<file path="config.mk">
export PLATFORM = sky130hd
export DESIGN_NAME = serial_chunk_adder
export DESIGN_NICKNAME = d
export VERILOG_FILES = /design/src/rtl/adder_pkg.sv /design/src/rtl/serial_chunk_adder_chunk_full_adder.sv /design/src/rtl/serial_chunk_adder.sv
export SDC_FILE = /design/constraint.sdc
export NUM_CORES = 1
export LEC_CHECK = 0
export ABC_AREA = 1
export CAP_MARGIN = 20
export CORE_MARGIN = 5
export CORE_UTILIZATION = 45
export DETAILED_ROUTE_END_ITERATION = 8
export GPL_TIMING_DRIVEN = 0
export PLACE_DENSITY_LB_ADDON = 0.25
export SYNTH_ARGS = -nofsm -noshare
export SYNTH_HDL_FRONTEND = slang
export SYNTH_SLANG_ARGS = --single-unit
</file>
<file path="constraint.sdc">
create_clock -name clk -period 1.8 [get_ports clk]
set_clock_uncertainty 0.15 [all_clocks]
set_input_delay 0.18 -clock clk [delete_from_list [all_inputs] [get_ports clk]]
set_output_delay 0.18 -clock clk [all_outputs]
set_load 0.05 [all_outputs]
</file>
<file path="src/rtl/adder_pkg.sv">
// Shared types and elaboration helpers for the chunked serial adder.
package adder_pkg;

    // Controller states.
    typedef enum logic [1:0] {
        StIdle,
        StRun,
        StDone
    } state_e;

    // Number of DIGIT-wide chunks in a WIDTH-wide operand.
    function automatic int unsigned num_chunks(input int unsigned width,
                                               input int unsigned digit);
        return width / digit;
    endfunction

    // Chunk counter width: enough to hold N-1, never narrower than one bit.
    function automatic int unsigned cnt_width(input int unsigned n);
        return (n <= 1) ? 1 : $clog2(n);
    endfunction

    // Legal geometry: 1 <= DIGIT <= WIDTH and DIGIT divides WIDTH.
    function automatic bit params_ok(input int unsigned width,
                                     input int unsigned digit);
        return (digit >= 1) && (digit <= width) && ((width % digit) == 0);
    endfunction

endpackage

</file>
<file path="src/rtl/serial_chunk_adder_chunk_full_adder.sv">
// DIGIT-bit combinational full adder slice used once per clock by the serial adder.
module chunk_full_adder #(
    parameter int unsigned DIGIT = 2
) (
    input  logic [DIGIT-1:0] a,
    input  logic [DIGIT-1:0] b,
    input  logic             cin,
    output logic [DIGIT-1:0] sum,
    output logic             cout
);

    logic [DIGIT:0] total;

    assign total = {1'b0, a} + {1'b0, b} + {{DIGIT{1'b0}}, cin};
    assign sum   = total[DIGIT-1:0];
    assign cout  = total[DIGIT];

endmodule

</file>
<file path="src/rtl/serial_chunk_adder.sv">
// Multi-cycle adder/subtractor: WIDTH-bit operands, DIGIT bits per clock, LSB chunk first.
module serial_chunk_adder
    import adder_pkg::*;
#(
    parameter int unsigned WIDTH = 8,
    parameter int unsigned DIGIT = 2
) (
    input  logic             clk,
    input  logic             rst_n,
    input  logic             start,
    input  logic [WIDTH-1:0] a,
    input  logic [WIDTH-1:0] b,
    input  logic             cin,
    input  logic             sub,
    output logic             busy,
    output logic             done,
    output logic [WIDTH-1:0] sum,
    output logic             cout,
    output logic             ovf
);

    localparam int unsigned N    = num_chunks(WIDTH, DIGIT);
    localparam int unsigned CntW = cnt_width(N);
    localparam logic [CntW-1:0] LastCnt = CntW'(N - 1);

    if (!params_ok(WIDTH, DIGIT)) begin : gen_param_check
        $error("serial_chunk_adder: WIDTH must be a positive multiple of DIGIT");
    end

    state_e           state_q;
    logic [WIDTH-1:0] a_q;      // operand A, shifted right one chunk per RUN edge
    logic [WIDTH-1:0] b_q;      // B or ~B, shifted alongside a_q
    logic [WIDTH-1:0] res_q;    // partial result, filled from the top
    logic             carry_q;
    logic [CntW-1:0]  cnt_q;

    logic [DIGIT-1:0] slice_sum;
    logic             slice_cout;
    logic [WIDTH-1:0] res_next;
    logic             slice_ovf;

    chunk_full_adder #(
        .DIGIT (DIGIT)
    ) u_slice (
        .a    (a_q[DIGIT-1:0]),
        .b    (b_q[DIGIT-1:0]),
        .cin  (carry_q),
        .sum  (slice_sum),
        .cout (slice_cout)
    );

    // Insert the new chunk at the MSB end; after N chunks the result is LSB-aligned.
    always_comb begin
        res_next = {slice_sum, res_q} >> DIGIT;
        // On the last chunk the slice top bits are the operand/result MSBs.
        slice_ovf = a_q[DIGIT-1] ^ b_q[DIGIT-1] ^ slice_sum[DIGIT-1] ^ slice_cout;
    end

    // Controller, datapath registers and registered outputs.
    always_ff @(posedge clk or negedge rst_n) begin
        if (!rst_n) begin
            state_q <= StIdle;
            a_q     <= '0;
            b_q     <= '0;
            res_q   <= '0;
            carry_q <= 1'b0;
            cnt_q   <= '0;
            busy    <= 1'b0;
            done    <= 1'b0;
            sum     <= '0;
            cout    <= 1'b0;
            ovf     <= 1'b0;
        end else begin
            done <= 1'b0;
            unique case (state_q)
                StIdle, StDone: begin
                    if (start) begin
                        a_q     <= a;
                        b_q     <= sub ? ~b : b;
                        carry_q <= sub ? 1'b1 : cin;
                        res_q   <= '0;
                        cnt_q   <= '0;
                        busy    <= 1'b1;
                        state_q <= StRun;
                    end else begin
                        busy    <= 1'b0;
                        state_q <= StIdle;
                    end
                end
                StRun: begin
                    a_q     <= a_q >> DIGIT;
                    b_q     <= b_q >> DIGIT;
                    res_q   <= res_next;
                    carry_q <= slice_cout;
                    cnt_q   <= cnt_q + CntW'(1);
                    if (cnt_q == LastCnt) begin
                        busy    <= 1'b0;
                        done    <= 1'b1;
                        sum     <= res_next;
                        cout    <= slice_cout;
                        ovf     <= slice_ovf;
                        state_q <= StDone;
                    end
                end
                default: begin
                    busy    <= 1'b0;
                    state_q <= StIdle;
                end
            endcase
        end
    end

endmodule
</file>
; Yosys cells after proc, flatten, opt, wreduce, memory -nomap -nowiden
; Index checks and enable logic that the tools add are counted.
; Widths: inputs -> output; s select.
[op_classes]
addsub = 3
mul = 0
n_div = 0
magnitude_cmp = 0
n_eq_ne = 5
n_shift = 0
muxes = 20
n_bitwise = 4
reduce_logical = 5
[op_table]
columns = op, n
row1 = $pmux 8 s2, 3
row2 = $mux 8, 4
row3 = $not 8->8, 1
row4 = $pmux 2 s2, 2
row5 = $mux 1, 7
row6 = $eq 2x2->1 const B, 2
row7 = $mux 2, 2
row8 = $ne 2x2->1 const B, 2
row9 = $pmux 1 s2, 2
row10 = $reduce_and 2->1, 2
row11 = $add 2x2->3, 1
row12 = $add 3x1->3, 1
row13 = $xor 1x1->1, 3
row14 = $add 2x1->2 const B, 1
row15 = $eq 2x1->1 const B, 1
row16 = $logic_not 2->1, 1
row17 = $reduce_bool 2->1, 1
row18 = $reduce_or 2->1, 1
[totals]
reg_bits = 41
latch_bits = 0
ram_bits = 0
romBits = 0
in_bits = 21
out_inout_bits = 12
wordCells = 48
n_memories = 0

; Longest topological paths before layout
; Gate-level depths: netlist (run 1).
[logic_depth]
depth_word = 4
depth_mapped = 8
depth_no_buf = 8

; By module
; A second synthesis (run 1) with hierarchy kept.
[hier_totals]
hier_cells = 206
area_unflattened_um2 = 1756.7
[by_module_without_submodules]
columns = module, n_inst, cells_per_inst, area_each_um2
row1 = serial_chunk_adder, 1, 196, 1686.6
row2 = chunk_full_adder, 1, 10, 70.1

; Worst setup path after synthesis (run 1)
; OpenSTA, ideal clock, no wires.
[synth_path]
kind = reg-to-reg
from = register a_q[0]
to = register ovf
setup_time_ns = 0.118
t_arrival_ns = 1.660
setup_slack_ns = -0.127
path_stages_with_launch = 9
synth_period_minus_slack_ns = 1.927
path_cell_list = dfrtp_1 inv_1 fa_1 fa_1 inv_1 nand2_1 nand3_1 nand3_1 nand2_1
[synth_between]
elab_chain_cells = 4
[synth_lines]
columns = element, line
row1 = from (decl), serial_chunk_adder.sv:31  ; logic [WIDTH-1:0] a_q;
row2 = from (signal assigned), serial_chunk_adder.sv:91  ; a_q <= a_q >> DIGIT;
row3 = $add 2x2->3 *, serial_chunk_adder_chunk_full_adder.sv:14  ; assign total = {1'b0, a} + {1'b0, b} + {{DIGIT{1'b0}}, cin};
row4 = $add 3x1->3 *, serial_chunk_adder_chunk_full_adder.sv:14
row5 = $xor 1x1->1, serial_chunk_adder.sv:56  ; slice_ovf = a_q[DIGIT-1] ^ b_q[DIGIT-1] ^ slice_sum[DIGIT-1] ^ slice_cout;
row6 = $xor 1x1->1 *, serial_chunk_adder.sv:56
row7 = to (signal assigned), serial_chunk_adder.sv:101  ; ovf <= slice_ovf;
row8 = to (decl), serial_chunk_adder.sv:19  ; output logic ovf
; Every way passes the cells marked *; elsewhere a longest branch is shown, timed or not.
; A chain may end at the register's enable or synchronous reset.

; Worst setup path after layout (run 1)
[layout_path]
from = register carry_q
to = register ovf
[layout_between]
elab_chain_cells = 3
[layout_lines]
columns = element, line
row1 = from (decl), serial_chunk_adder.sv:34  ; logic carry_q;
row2 = from (signal assigned), serial_chunk_adder.sv:80  ; carry_q <= sub ? 1'b1 : cin;
row3 = from (signal assigned), serial_chunk_adder.sv:94  ; carry_q <= slice_cout;
row4 = $add 3x1->3 *, serial_chunk_adder_chunk_full_adder.sv:14
row5 = $xor 1x1->1, serial_chunk_adder.sv:56
row6 = $xor 1x1->1 *, serial_chunk_adder.sv:56
; Marked as above.

==> results of run 1 <==
[power by group through the flow]
stage | registers (uW) | clock network [uW] | logic [uW]
after floorplan | 1860 | 0 | 1330
after CTS | 1470 | 783 | 2420
after detailed placement | 1490 | 0 | 2340
final | 1460 | 765 | 2480
after global routing | 1510 | 827 | 2760
after global placement | 1470 | 0 | 2280
[state kept, by name, summed over array words and instances (netlist names)]
register / count
a_q: 8
b_q: 8
busy: 1
carry_q: 1
cnt_q: 2
cout: 1
done: 1
ovf: 1
res_q: 6
state_q: 2
sum: 8
[cells by family (layout without fill, tap and decap cells)]
group,count (synthesis),count (layout),synth area share [%]
buffers and inverters,25,69,7.66
AO/OA/AOI/OAI,20,20,8.01
flip-flops,39,39,54.3
AND/OR/NAND/NOR,95,95,24.0
adder cells (fa/ha/maj),4,4,3.62
XOR/XNOR,5,5,2.44
[critical path: cells and delay by family, from the launching register on]
kind	cells	cell delay [ps]
buffers and inverters	2	100
AND/OR/NAND/NOR	4	230
adder cells (fa/ha/maj)	2	980
flip-flops	1	380
[layout make-up]
cell class | count | area [sq um]
fill | 373 | 1570
timing repair buffer | 36 | 373
clock buffer | 6 | 82.6
multi-input combinational | 124 | 706
tap | 50 | 62.6
clock inverter | 2 | 35.0
buffer | 5 | 52.6
inverter | 20 | 85.1
sequential | 39 | 976
[Yosys cell counts, drive strengths merged]
| cell type | count | share of area (%) |
|---|---|---|
| nand2 | 69 | 16 |
| fa | 2 | 2.2 |
| o21a | 1 | 0.42 |
| o21ai | 12 | 5.2 |
| a21oi | 1 | 0.28 |
| inv | 20 | 4.7 |
| o22ai | 6 | 2.1 |
| buf | 5 | 2.9 |
| xor2 | 3 | 1.5 |
| dfrtp | 39 | 54 |
| nand3 | 19 | 5.6 |
| ha | 2 | 1.4 |
| nor2 | 4 | 1.7 |
| or2 | 3 | 1.0 |
| xnor2 | 2 | 0.98 |
[what timing repair did]
item / in CTS / in global routing
setup buffers: 1 / 2
endpoints found under the setup margin: 2 / 13
endpoints found under the hold margin: 39 / 0
gates resized for setup: 3 / 14
pin swaps: 5 / 3
hold buffers: 1 / 0
[layer usage]
metal | wire, microns | global-route usage [%]
met1 | 1500 | 17.6
met3 | 202 | 3.86
met2 | 1610 | 24.2
met4 | 87 | 7.99
met5 | 0 | 0
[cells in the final DEF, fill, tap and decap left out, types with 2 or more instances in the layout]
master           instances
ha_1                     2
nor2_1                   2
inv_1                   12
buf_4                    4
o21ai_2                  9
clkbuf_8                 6
xor2_1                   3
nand3_1                 15
dlymetal6s2s_1          10
dfrtp_1                 39
clkdlybuf4s50_1         21
inv_6                    2
or2_2                    3
fa_2                     2
o22ai_1                  6
o21ai_0                  3
nand3_2                  4
xnor2_1                  2
nor2_4                   2
buf_2                    3
nand2_4                  3
inv_2                    6
nand2_1                 65
[how the worst min path moves through the flow]
stage / startpoint / to / slack, ps / cells past startpoint
2_1_floorplan: rst_n / a_q[0]$_DFFE_PN0P_ / -270 / 0
3_3_place_gp: a_q[7]$_DFFE_PN0P_ / a_q[7]$_DFFE_PN0P_ / 300 / 2
3_5_place_dp: rst_n / sum[0]$_DFFE_PN0P_ / 190 / 1
4_1_cts: a[7] / a_q[7]$_DFFE_PN0P_ / 250 / 3
5_1_grt: a[6] / a_q[6]$_DFFE_PN0P_ / 280 / 3
6_report: a[7] / a_q[7]$_DFFE_PN0P_ / 260 / 3
[per-stage QoR]
step	TNS [ps]	instance area, sq um
3_5_place_dp	-247	2180
3_3_place_gp	-21530	2180
5_1_grt	-450	2370
4_1_cts	-180	2310
2_1_floorplan	-99.6	1800
6_report	-266	2370
==> impl_metrics.json, run 1 <==
{
  "routed_wl_microns": 3400,
  "cp-endpoint": "ovf$_DFFE_PN0P_",
  "synth_nets": 213,
  "drv_slew": 0,
  "fin_cells": 282,
  "die_w_microns": 73.2,
  "cts-buffers-inserted": 5,
  "die_area_sq_mm": 0.00536,
  "rsz0062_at_grt": "true",
  "violations": "negative setup slack",
  "whs_ps": 260,
  "ir_drop_mv": 0.749,
  "yosys_warnings": 0,
  "initial_utilization_pct": 45.6,
  "netlist_instances": 188,
  "via_count": 1327,
  "utilization_pct": 60.2,
  "endpoint_kind": "flip-flop",
  "relSlewSlack_pct": 43.7,
  "drt_iter0_drc": 71,
  "num_rows": 23,
  "p_int_uw": 2670,
  "io_buffers": 32,
  "antenna_left": 0,
  "syn_area_per_cell_sq_um": 9.56,
  "syn2layout_area_growth_pct": 32.0,
  "placed_cells": 270,
  "clock_latency_ps": 300,
  "gr-total-overflow": 0,
  "antenna_found_initial": 0,
  "combPwrFrac_pct": 52.7,
  "hpwl_microns": 2430,
  "hp-class": "in -> reg",
  "cpPeakStageDelay_ps": 590,
  "grt_pass1_vias": 1347,
  "start_kind": "flip-flop",
  "drcViolationCount": 0,
  "gp_congestion": 0.728,
  "cts_sinks": 39,
  "synth_area_sq_mm": 0.00180,
  "setup_viol": 3,
  "critPathRequiredTime_ps": 1840,
  "clock_power_share_pct": 16.2,
  "power_density_mw_per_mm2": 1990,
  "reg2reg_to": "ovf$_DFFE_PN0P_",
  "cts_tree": "built",
  "ctsLongestPathBuffers": 2,
  "synth-seq-cells": 39,
  "rrSetupSlack_ps": -140,
  "grt_usage_pct": 14.8,
  "switching_share_pct": 43.3,
  "viasPerCell": 4.71,
  "io_pins": 33,
  "cap_violations": 0,
  "firstDrtPassIters": 4,
  "core_region_area_sq_mm": 0.00394,
  "p_switching_uw": 2040,
  "htreeDepth": 2,
  "die_y_microns": 73.2,
  "seqPwrFrac_pct": 31.1,
  "drive_above_1_share_pct": 21.1,
  "startpoint": "carry_q$_DFFE_PN0P_",
  "crit_type": "reg -> reg",
  "finalPower_uw": 4710,
  "ys_types": 24,
  "status": "finished, violations left",
  "worstPathArrival_ps": 1980,
  "grt_pass1_wl_microns": 5970,
  "reg2reg_depth": 8,
  "leakage_uw": 0.00126,
  "cts_root_buf": "clkbuf_8",
  "dp_worst_setup_slack_ps": -231,
  "timing_worst_slew_pin_value_ps": 845,
  "timing_hold_violations_final": 0,
  "r2r_start": "carry_q$_DFFE_PN0P_",
  "worstPathMaxFanout": 4,
  "final_nets": 256,
  "grt_start_max_net_pins": 40,
  "n_antenna_cell": 0,
  "path_cells": "inv_2 > fa_2 > fa_2 > inv_2 > nand2_1 > nand3_2 > nand3_2 > nand2_1",
  "fin_crit_ps": 1940,
  "clk_pin_slew_ps": 80,
  "cp_slowest_cell": "fa_2",
  "synth_seq_area_share_pct": 54.3,
  "post_drt_wl_per_cell_microns": 12.1,
  "setup_slack_ps": -138,
  "fmax_mhz": 516,
  "fin_crit_sh_pct": 108
}
Power figures use the tool's default switching activity.
==> run 2: changes to the inputs <==
--- a/config.mk
+++ b/config.mk
@@ -5,13 +5,14 @@
 export SDC_FILE = /design/constraint.sdc
 export NUM_CORES = 1
 export LEC_CHECK = 0
-export ABC_AREA = 1
 export CAP_MARGIN = 20
 export CORE_MARGIN = 5
 export CORE_UTILIZATION = 45
 export DETAILED_ROUTE_END_ITERATION = 8
 export GPL_TIMING_DRIVEN = 0
 export PLACE_DENSITY_LB_ADDON = 0.25
+export RECOVER_POWER = 25
+export SETUP_SLACK_MARGIN = 0.1
 export SYNTH_ARGS = -nofsm -noshare
 export SYNTH_HDL_FRONTEND = slang
 export SYNTH_SLANG_ARGS = --single-unit
==> run 2 against run 1 <==
Net effect: the run still ends with negative setup slack left; register-to-register slack worse by 40 ps; critical path type unchanged; global-route usage grew 0.25 points; non-clock buffer count rose by 2; critical endpoint unchanged; synthesized cell count is 28% lower; total power down 11%.
==> impl_metrics.json, run 2 <==
{
  "yosysTopAreaCellShare_pct": 57.9,
  "final_nets": 202,
  "synth_area_leaders": "dfrtp_1, a221o_1, a22o_1, mux2_2, xnor2_1",
  "core_region_area_sq_mm": 0.00363,
  "crit_buf_inv": 1,
  "drcViolationCount": 0,
  "cpPeakStageDelay_ps": 560,
  "drive_above_1_share_pct": 17.4,
  "antenna_found_initial": 0,
  "num_rows": 22,
  "leakage_uw": 0.00101,
  "fmax_mhz": 506,
  "setup_viol": 1,
  "io_buffers": 31,
  "setup_slack_ps": -175,
  "cts_root_buf": "clkbuf_8",
  "cp_slowest_cell": "fa_2",
  "drt_iter0_drc": 60,
  "antenna_left": 0,
  "grt_pass1_vias": 1277,
  "firstDrtPassIters": 4,
  "gp_congestion": 0.763,
  "grt_usage_pct": 15.0,
  "worstPathMaxFanout": 2,
  "timing_hold_violations_final": 0,
  "synth_edf_count": 0,
  "power_density_mw_per_mm2": 1940,
  "crit_type": "reg -> reg",
  "hp-class": "in -> reg",
  "grt_start_max_net_pins": 40,
  "post_drt_wl_per_cell_microns": 14.4,
  "drv_slew": 0,
  "synth-seq-cells": 39,
  "cp_common_cell": "fa_2",
  "rsz0062_at_grt": "true",
  "status": "finished, violations left",
  "die_w_microns": 71.2,
  "cts_tree": "built",
  "violations": "negative setup slack",
  "htreeDepth": 2,
  "synth_seq_area_share_pct": 57.9,
  "die_area_sq_mm": 0.00507,
  "final_cell_mix": "dfrtp_1, clkdlybuf4s50_1, dlygate4sd2_1, a22o_1",
  "timing_worst_slew_pin_value_ps": 938,
  "gr-total-overflow": 0,
  "worstPathArrival_ps": 2000,
  "layout_commonest_cell": "dfrtp_1",
  "start_kind": "flip-flop",
  "ir_drop_mv": 0.814,
  "synth_largest_area_cell": "dfrtp_1",
  "initial_utilization_pct": 46.4,
  "syn2layout_area_growth_pct": 27.7,
  "finalPower_uw": 4170,
  "routed_wl_microns": 3250,
  "synthFlopType": "dfrtp_1",
  "cpLargestDelayFamily": "adder cells",
  "viasPerCell": 5.31,
  "io_pins": 33,
  "fin_crit_ps": 1980,
  "endpoint_kind": "flip-flop",
  "clk_pin_slew_ps": 80,
  "netlist_instances": 135,
  "dp_worst_setup_slack_ps": -213,
  "ys_types": 28,
  "synth.most_common_cell": "dfrtp_1",
  "synth_common_cells": "dfrtp_1, a22o_1, a221o_1, inv_1, nand2_1",
  "synth_area_sq_mm": 0.00169,
  "via_count": 1200,
  "reg_top3": "a_q x8, b_q x8, sum x8",
  "async_flop_share_pct": 100,
  "n_antenna_cell": 0,
  "synth_nets": 160,
  "clock_latency_ps": 290,
  "fin_setup_tns_ps": -175,
  "grt_pass1_wl_microns": 5990,
  "die_y_microns": 71.2,
  "critPathRequiredTime_ps": 1820,
  "utilization_pct": 59.3,
  "ctsLongestPathBuffers": 2,
  "relSlewSlack_pct": 37.5,
  "path_cells": "inv_2 > fa_2 > fa_2 > xor2_1 > xnor2_1 > o21ai_1",
  "cts-buffers-inserted": 5,
  "yosys_warnings": 0,
  "nFillCells": 340,
  "fin_crit_sh_pct": 110,
  "syn_area_per_cell_sq_um": 12.5,
  "cts_sinks": 39,
  "hpwl_microns": 2320,
  "cap_violations": 0
}
[run 2: cell count changes after synthesis, moves of 7 or more]
cell     previous run  this run
nand3_1            18         6
inv_1              15         8
nand2_1            66         8
a22o_1              0         9
a221o_1             0         8
o21ai_2             9         0
[run 2: tightest hold or removal path: stages]
cell and delay (ps):
buf_2 220, o21ai_1 120, o211ai_1 90
[run 2: what timing repair did]
| action | 4_1_cts | 5_1_grt |
|---|---|---|
| pin swaps | 3 | 7 |
| buffers inserted | 4 | 1 |
| endpoints found under the hold margin | 39 | 0 |
| hold buffers | 1 | 0 |
| resized for setup | 16 | 3 |
| endpoints found under the setup margin | 15 | 5 |
[run 2: area by class of cell]
class	instances	area, sq um	share of cell area (%)
inverter	8	30.0	1.39
clock buffer	5	68.8	3.19
multi-input combinational	80	622	28.9
timing repair buffer	35	323	15.0
buffer	8	55.1	2.56
clock inverter	3	20.0	0.929
sequential	39	976	45.3
tap	48	60.1	2.79
[run 2: where the power goes]
part           switching (uW)  total (uW)  internal [uW]
sequential                222        1490           1270
clock                     304         573            269
combinational            1220        2100            882
total                    1750        4170           2420
[run 2: cells by family after synthesis]
logic type      Yosys count  share of synthesized area (%)
flops                    39                           57.9
fa+ha+maj                 4                           3.86
mux                       6                           4.01
buf+inv                  16                           5.12
xor+xnor                 10                           5.19
simple gates             28                           8.75
compound gates           32                           15.2
[run 2: worst paths after layout]
path / cells past startpoint / slack (ps) / startpoint / end
max in group asynchronous: 2 / 500 / rst_n / b_q[0]$_DFFE_PN0P_
worst max register to register: 6 / -180 / a_q[0]$_DFFE_PN0P_ / ovf$_DFFE_PN0P_
worst min-delay path: 3 / 220 / sub / carry_q$_DFFE_PN0P_
worst min register to register: 2 / 330 / ovf$_DFFE_PN0P_ / ovf$_DFFE_PN0P_
min in group asynchronous: 2 / 410 / rst_n / sum[0]$_DFFE_PN0P_
worst max-delay path: 6 / -180 / a_q[0]$_DFFE_PN0P_ / ovf$_DFFE_PN0P_
[run 2: per-layer routing]
| metal | track usage, % | routed length [microns] |
|---|---|---|
| met5 | 0 | 0 |
| met4 | 4.38 | 26 |
| met3 | 5.89 | 186 |
| met1 | 18.9 | 1460 |
| met2 | 24.1 | 1580 |
[run 2: per-stage QoR]
step	cell area [sq um]	hold WS, ps	std cells
6_report	2150	221	226
5_1_grt	2150	262	226
3_3_place_gp	2060	323	214
2_1_floorplan	1690	-266	135
4_1_cts	2180	218	227
3_5_place_dp	2050	183	214
==> run 3: changes to the inputs <==
--- a/config.mk
+++ b/config.mk
@@ -8,10 +8,10 @@
 export CAP_MARGIN = 20
 export CORE_MARGIN = 5
 export CORE_UTILIZATION = 45
+export CTS_BUF_LIST = sky130_fd_sc_hd__clkbuf_16
 export DETAILED_ROUTE_END_ITERATION = 8
 export GPL_TIMING_DRIVEN = 0
 export PLACE_DENSITY_LB_ADDON = 0.25
-export RECOVER_POWER = 25
 export SETUP_SLACK_MARGIN = 0.1
 export SYNTH_ARGS = -nofsm -noshare
 export SYNTH_HDL_FRONTEND = slang
==> run 3 against run 2 <==
Net effect: the run still ends with negative setup slack left; critical endpoint unchanged; critical path type unchanged; flip-flop and latch count unchanged; largest power group unchanged; register-to-register slack about the same; maximum frequency down 0.64%; combinational power up 3%.
==> impl_metrics.json, run 3 (same netlist as run 2, synthesis figures left out) <==
{
  "status": "finished, violations left",
  "violations": "negative setup slack",
  "syn2layout_area_growth_pct": 32.9,
  "rrSetupSlack_ps": -190,
  "initial_utilization_pct": 46.4,
  "n_antenna_cell": 0,
  "grt_pass1_wl_microns": 6100,
  "antenna_found_initial": 0,
  "final_nets": 204,
  "utilization_pct": 61.7,
  "layout_commonest_cell": "dfrtp_1",
  "endpoint_kind": "flip-flop",
  "design_area_sq_mm": 0.00224,
  "viasPerCell": 5.22,
  "timing_worst_slew_pin_value_ps": 864,
  "crit_type": "reg -> reg",
  "setup_viol": 2,
  "cts_tree": "built",
  "timing_hold_violations_final": 0,
  "power_density_mw_per_mm2": 2020,
  "setup_slack_ps": -188,
  "worstPathArrival_ps": 2000,
  "start_kind": "flip-flop",
  "cts_sinks": 39,
  "worstPathMaxFanout": 2,
  "io_buffers": 31,
  "grt_pass1_vias": 1273,
  "nFillCells": 324,
  "gp_congestion": 0.763,
  "die_w_microns": 71.2,
  "clock_latency_ps": 280,
  "firstDrtPassIters": 4,
  "dp_worst_setup_slack_ps": -213,
  "cts_root_buf": "clkbuf_16",
  "critPathRequiredTime_ps": 1810,
  "drt_iter0_drc": 63,
  "drv_slew": 0,
  "hpwl_microns": 2320,
  "core_region_area_sq_mm": 0.00363,
  "grt_start_max_net_pins": 40,
  "fin_crit_sh_pct": 110,
  "fmax_mhz": 503,
  "via_count": 1190,
  "post_drt_wl_per_cell_microns": 14.7,
  "reg_top3": "a_q x8, b_q x8, sum x8",
  "drive_above_1_share_pct": 20.0,
  "final_cell_mix": "dfrtp_1, clkdlybuf4s50_1, dlygate4sd2_1, a22o_1",
  "ctsLongestPathBuffers": 2,
  "cap_violations": 0,
  "cts-buffers-inserted": 5,
  "routed_wl_microns": 3360,
  "gr-total-overflow": 0,
  "grt_usage_pct": 15.2,
  "antenna_left": 0,
  "num_rows": 22,
  "relSlewSlack_pct": 42.4,
  "hp-class": "in -> reg",
  "fin_crit_ps": 1990,
  "htreeDepth": 2,
  "rsz0062_at_grt": "true",
  "io_pins": 33,
  "die_area_sq_mm": 0.00507,
  "die_y_microns": 71.2,
  "place_area_sq_mm": 0.00205,
  "drcViolationCount": 0,
  "ir_drop_mv": 0.872,
  "leakage_uw": 0.00106,
  "clk_pin_slew_ps": 60
}
run 3: layout make-up:
| class | instances | area (sq um) | share of cell area (%) |
|---|---|---|---|
| plain buffers | 8 | 56.3 | 2.51 |
| clock buffers | 5 | 125 | 5.58 |
| clock inverters | 3 | 20.0 | 0.893 |
| inverters | 8 | 30.0 | 1.34 |
| multi-input cells | 80 | 636 | 28.4 |
| flip-flops and latches | 39 | 976 | 43.6 |
| well taps | 48 | 60.1 | 2.68 |
| repair buffers | 37 | 338 | 15.1 |
run 3: worst paths after layout:
| check | from | end | cells past startpoint |
|---|---|---|---|
| setup / recovery | carry_q$_DFFE_PN0P_ | ovf$_DFFE_PN0P_ | 6 |
| max in group asynchronous | rst_n | res_q[7]$_DFFE_PN0P_ | 2 |
| min in group asynchronous | rst_n | sum[0]$_DFFE_PN0P_ | 2 |
| hold / removal | sub | carry_q$_DFFE_PN0P_ | 3 |
| hold reg to reg | ovf$_DFFE_PN0P_ | ovf$_DFFE_PN0P_ | 2 |
| setup reg to reg | carry_q$_DFFE_PN0P_ | ovf$_DFFE_PN0P_ | 6 |
run 3: power breakdown:
group	switching, uW	internal, uW	leakage, uW	total, uW
combinational	1240	933	0.000497	2170
sequential	230	1270	0.000494	1500
clock	334	509	0.0000658	844
total	1800	2720	0.00106	4520
run 3: worst max-delay path, cell delays in order (launching register included):
cell and delay (ps):
dfrtp_1 370, inv_2 50, fa_2 380, fa_2 560, xor2_1 160, xnor2_1 140
o21ai_1 70
run 3: metal layers:
metal,up-vias,track usage (%),share of wire [%]
met5,-,0,0
met4,0,3.97,0.72
met3,3,5.19,5.0
met2,31,24.2,49
met1,586,19.9,45
li1,570,-,-
run 3: stage by stage:
step / power (uW) / cells / hold WS, ps / setup TNS, ps
floorplan: 3040 / 135 / -266 / -130
global placement: 3590 / 214 / 323 / -18300
detailed placement: 3650 / 214 / 183 / -213
CTS: 4550 / 227 / 220 / -145
global route: 4850 / 228 / 255 / -401
finish: 4520 / 228 / 232 / -194
run 3: what timing repair did:
item,in CTS,in global routing
setup endpoints to repair,16,4
setup buffers,4,2
hold buffers,1,0
endpoints found under the hold margin,39,0
gates resized for setup,15,2
pin swaps,4,3
==> RTL edit (settings of run 2) <==
`DIGIT` is set to 2 in 2 places; all go to 1.
--- a/src/rtl/serial_chunk_adder_chunk_full_adder.sv
+++ b/src/rtl/serial_chunk_adder_chunk_full_adder.sv
@@ -1,6 +1,6 @@
 // DIGIT-bit combinational full adder slice used once per clock by the serial adder.
 module chunk_full_adder #(
-    parameter int unsigned DIGIT = 2
+    parameter int unsigned DIGIT = 1
 ) (
     input  logic [DIGIT-1:0] a,
     input  logic [DIGIT-1:0] b,
--- a/src/rtl/serial_chunk_adder.sv
+++ b/src/rtl/serial_chunk_adder.sv
@@ -3,7 +3,7 @@
     import adder_pkg::*;
 #(
     parameter int unsigned WIDTH = 8,
-    parameter int unsigned DIGIT = 2
+    parameter int unsigned DIGIT = 1
 ) (
     input  logic             clk,
     input  logic             rst_n,
Function: changed (a bounded check fails within 10 cycles, from zero or initial values and one cycle with rst_n low).
==> RTL edit against run 2 <==
  * Wire length grew 3.7%
  * Sequential cell count grew 1
  * Design area grew 5.6%
  * Area after synthesis grew 5.1%
  * Total power grew 2.1%
  * Clock power shrank 6.3%
  * Fmax grew 19%
  * Worst setup slack gained 0.32 ns
  * Critical path type unchanged
  * Critical endpoint is now sum[3]
  * Highest routed layer unchanged
==> RTL edit: results (changes against run 2) <==
| Metric | Value |
|---|---|
| Most frequent cells after synthesis | `dfrtp_1, a22o_1, xnor2_1 (was dfrtp_1, a22o_1, a221o_1, inv_1, nand2_1)` |
| Maximum ir drop on the vdd rail | `0.6987 mV (was 0.8142 mV)` |
| Starting DRT DRC Count | `54 (was 60)` |
| Total wirelength of the detailed-routed design | `3372 um (was 3252 um)` |
| Beginning of the critical path | `cnt_q[0] (was a_q[0])` |
| First-pass GRT wire length | `5720 um (was 5989 um)` |
| Final HPWL from detailed placement | `2436 um (was 2321 um)` |
| Post-route setup slack | `0.1440 ns (was -0.1754 ns)` |
| Number of fillers in the final layout | `327 (was 340)` |
| Dominant cells by area after synthesis | `dfrtp_1, a22o_1, xnor2_1 (was dfrtp_1, a221o_1, a22o_1)` |
| Pre-CTS worst setup slack | `-0.02341 ns (was -0.2129 ns)` |
| Synthesized-area fraction occupied by adder cells | `2.541% (was 3.858%)` |
| Post-synthesis compound-gate area fraction | `14.61% (was 15.21%)` |
| Post-detailed-route via-to-cell ratio | `5.232 (was 5.310)` |
| Layout cells sized above 1 | `15.14% (was 17.42%)` |
| Reg2reg end | `sum[3] (was ovf)` |
| Multiplexer area fraction after synthesis | `4.446% (was 4.006%)` |
| Run status | `complete, no violations (was finished, violations left)` |
| Via count of the first global-routing pass | `1243 (was 1277)` |
| Placer congestion estimate | `0.7420 (was 0.7630)` |
| Cell area after placement | `2138 um2 (was 2054 um2)` |
| NumNets Final | `209 (was 202)` |
| Overall track demand over capacity in global routing | `13.96% (was 15.03%)` |
| Number of nets produced by synthesis | `163 (was 160)` |
| Final-layout setup total negative slack | `0 ns (was -0.1754 ns)` |
| Number of distinct library cells after synthesis | `28 (unchanged)` |
| Largest fanout on the critical path | `4 (was 2)` |
| Static Leak | `1.083 nW (was 1.013 nW)` |
| Post-Synth XOR/XNOR Area | `5.434% (was 5.193%)` |
| Sequential-to-total area share from yosys stat | `56.46% (was 57.86%)` |
| Data arrival at the endpoint of the critical path | `1.67 ns (was 2.00 ns)` |
| Worst rel slew slack | `35.35% (was 37.46%)` |
[RTL edit: cell types whose count changed in the layout (fill, tap and decap cells not counted), sizes merged, moves of 2 or more]
cell      change
xor2          -2
xnor2         +3
inv           -3
clkinvlp      -2
a22oi         +2
buf           +7
nand3         +2
[RTL edit: what timing repair did]
action                                  in CTS  in global routing
pin swaps                                    0                  3
gates resized for setup                     14                  1
hold buffers                                 1                  0
setup buffers                                2                  5
endpoints found under the setup margin      14                  3
hold endpoints to repair                    40                  0
[RTL edit: per-stage QoR]
step / hold WS, ns / instances / util (%)
2_1_floorplan: -0.2656 / 139 / -
3_3_place_gp: 0.3224 / 218 / 57.25
3_5_place_dp: 0.1915 / 218 / 57.12
4_1_cts: 0.2350 / 228 / 59.63
5_1_grt: 0.2822 / 233 / 60.76
6_report: 0.2295 / 233 / 60.76
[RTL edit: cells by family (layout without fill, tap and decap cells)]
logic type	count (synthesis)	after routing
AO/OA/AOI/OAI	32	32
XOR/XNOR	11	11
adder cells (fa/ha/maj)	3	3
buffers and inverters	15	61
flip-flops	40	40
multiplexers	7	7
AND/OR/NAND/NOR	31	31
[RTL edit: metal layers]
layer  GRT usage [%]  vias up  wire (um)
met3           4.408       10        208
li1                -      585          -
met1           18.17      592       1501
met5               0        -          0
met4           5.533        0         63
met2           21.64       32       1599
[RTL edit: how the worst max path moves through the flow]
| stage | end | cells after the start |
|---|---|---|
| final | sum[3] | 5 |
| after global routing | ovf | 5 |
| after CTS | ovf | 5 |
| after detailed placement | sum[4] | 5 |
| after global placement | a_q[6] | 1 |
| after floorplan | a_q[7] | 5 |
[RTL edit: worst max-delay path, cell delays in order, from the launching register on]
cell	delay (ns)
dfrtp_1	0.40
ha_1	0.21
ha_1	0.22
nand3b_4	0.13
buf_6	0.12
mux2_1	0.31
[RTL edit: cell type report]
cell class                      instances  area, um2  share of cell area, %
Multi-Input combinational cell         84      653.1                  28.71
Clock inverter                          1      5.005                 0.2200
Tap cell                               48      60.06                  2.640
Sequential cell                        40       1001                  44.00
Inverter                                5      18.77                 0.8251
Timing Repair Buffer                   39      365.4                  16.06
Buffer                                 10      98.84                  4.345
Clock buffer                            6      72.57                  3.190
[RTL edit: power by group]
group | leakage [nW] | switching (W) | internal [W]
clock | 0.0410 | 0.000274 | 0.000263
combinational | 0.537 | 0.00119 | 0.000980
sequential | 0.505 | 0.000244 | 0.00131
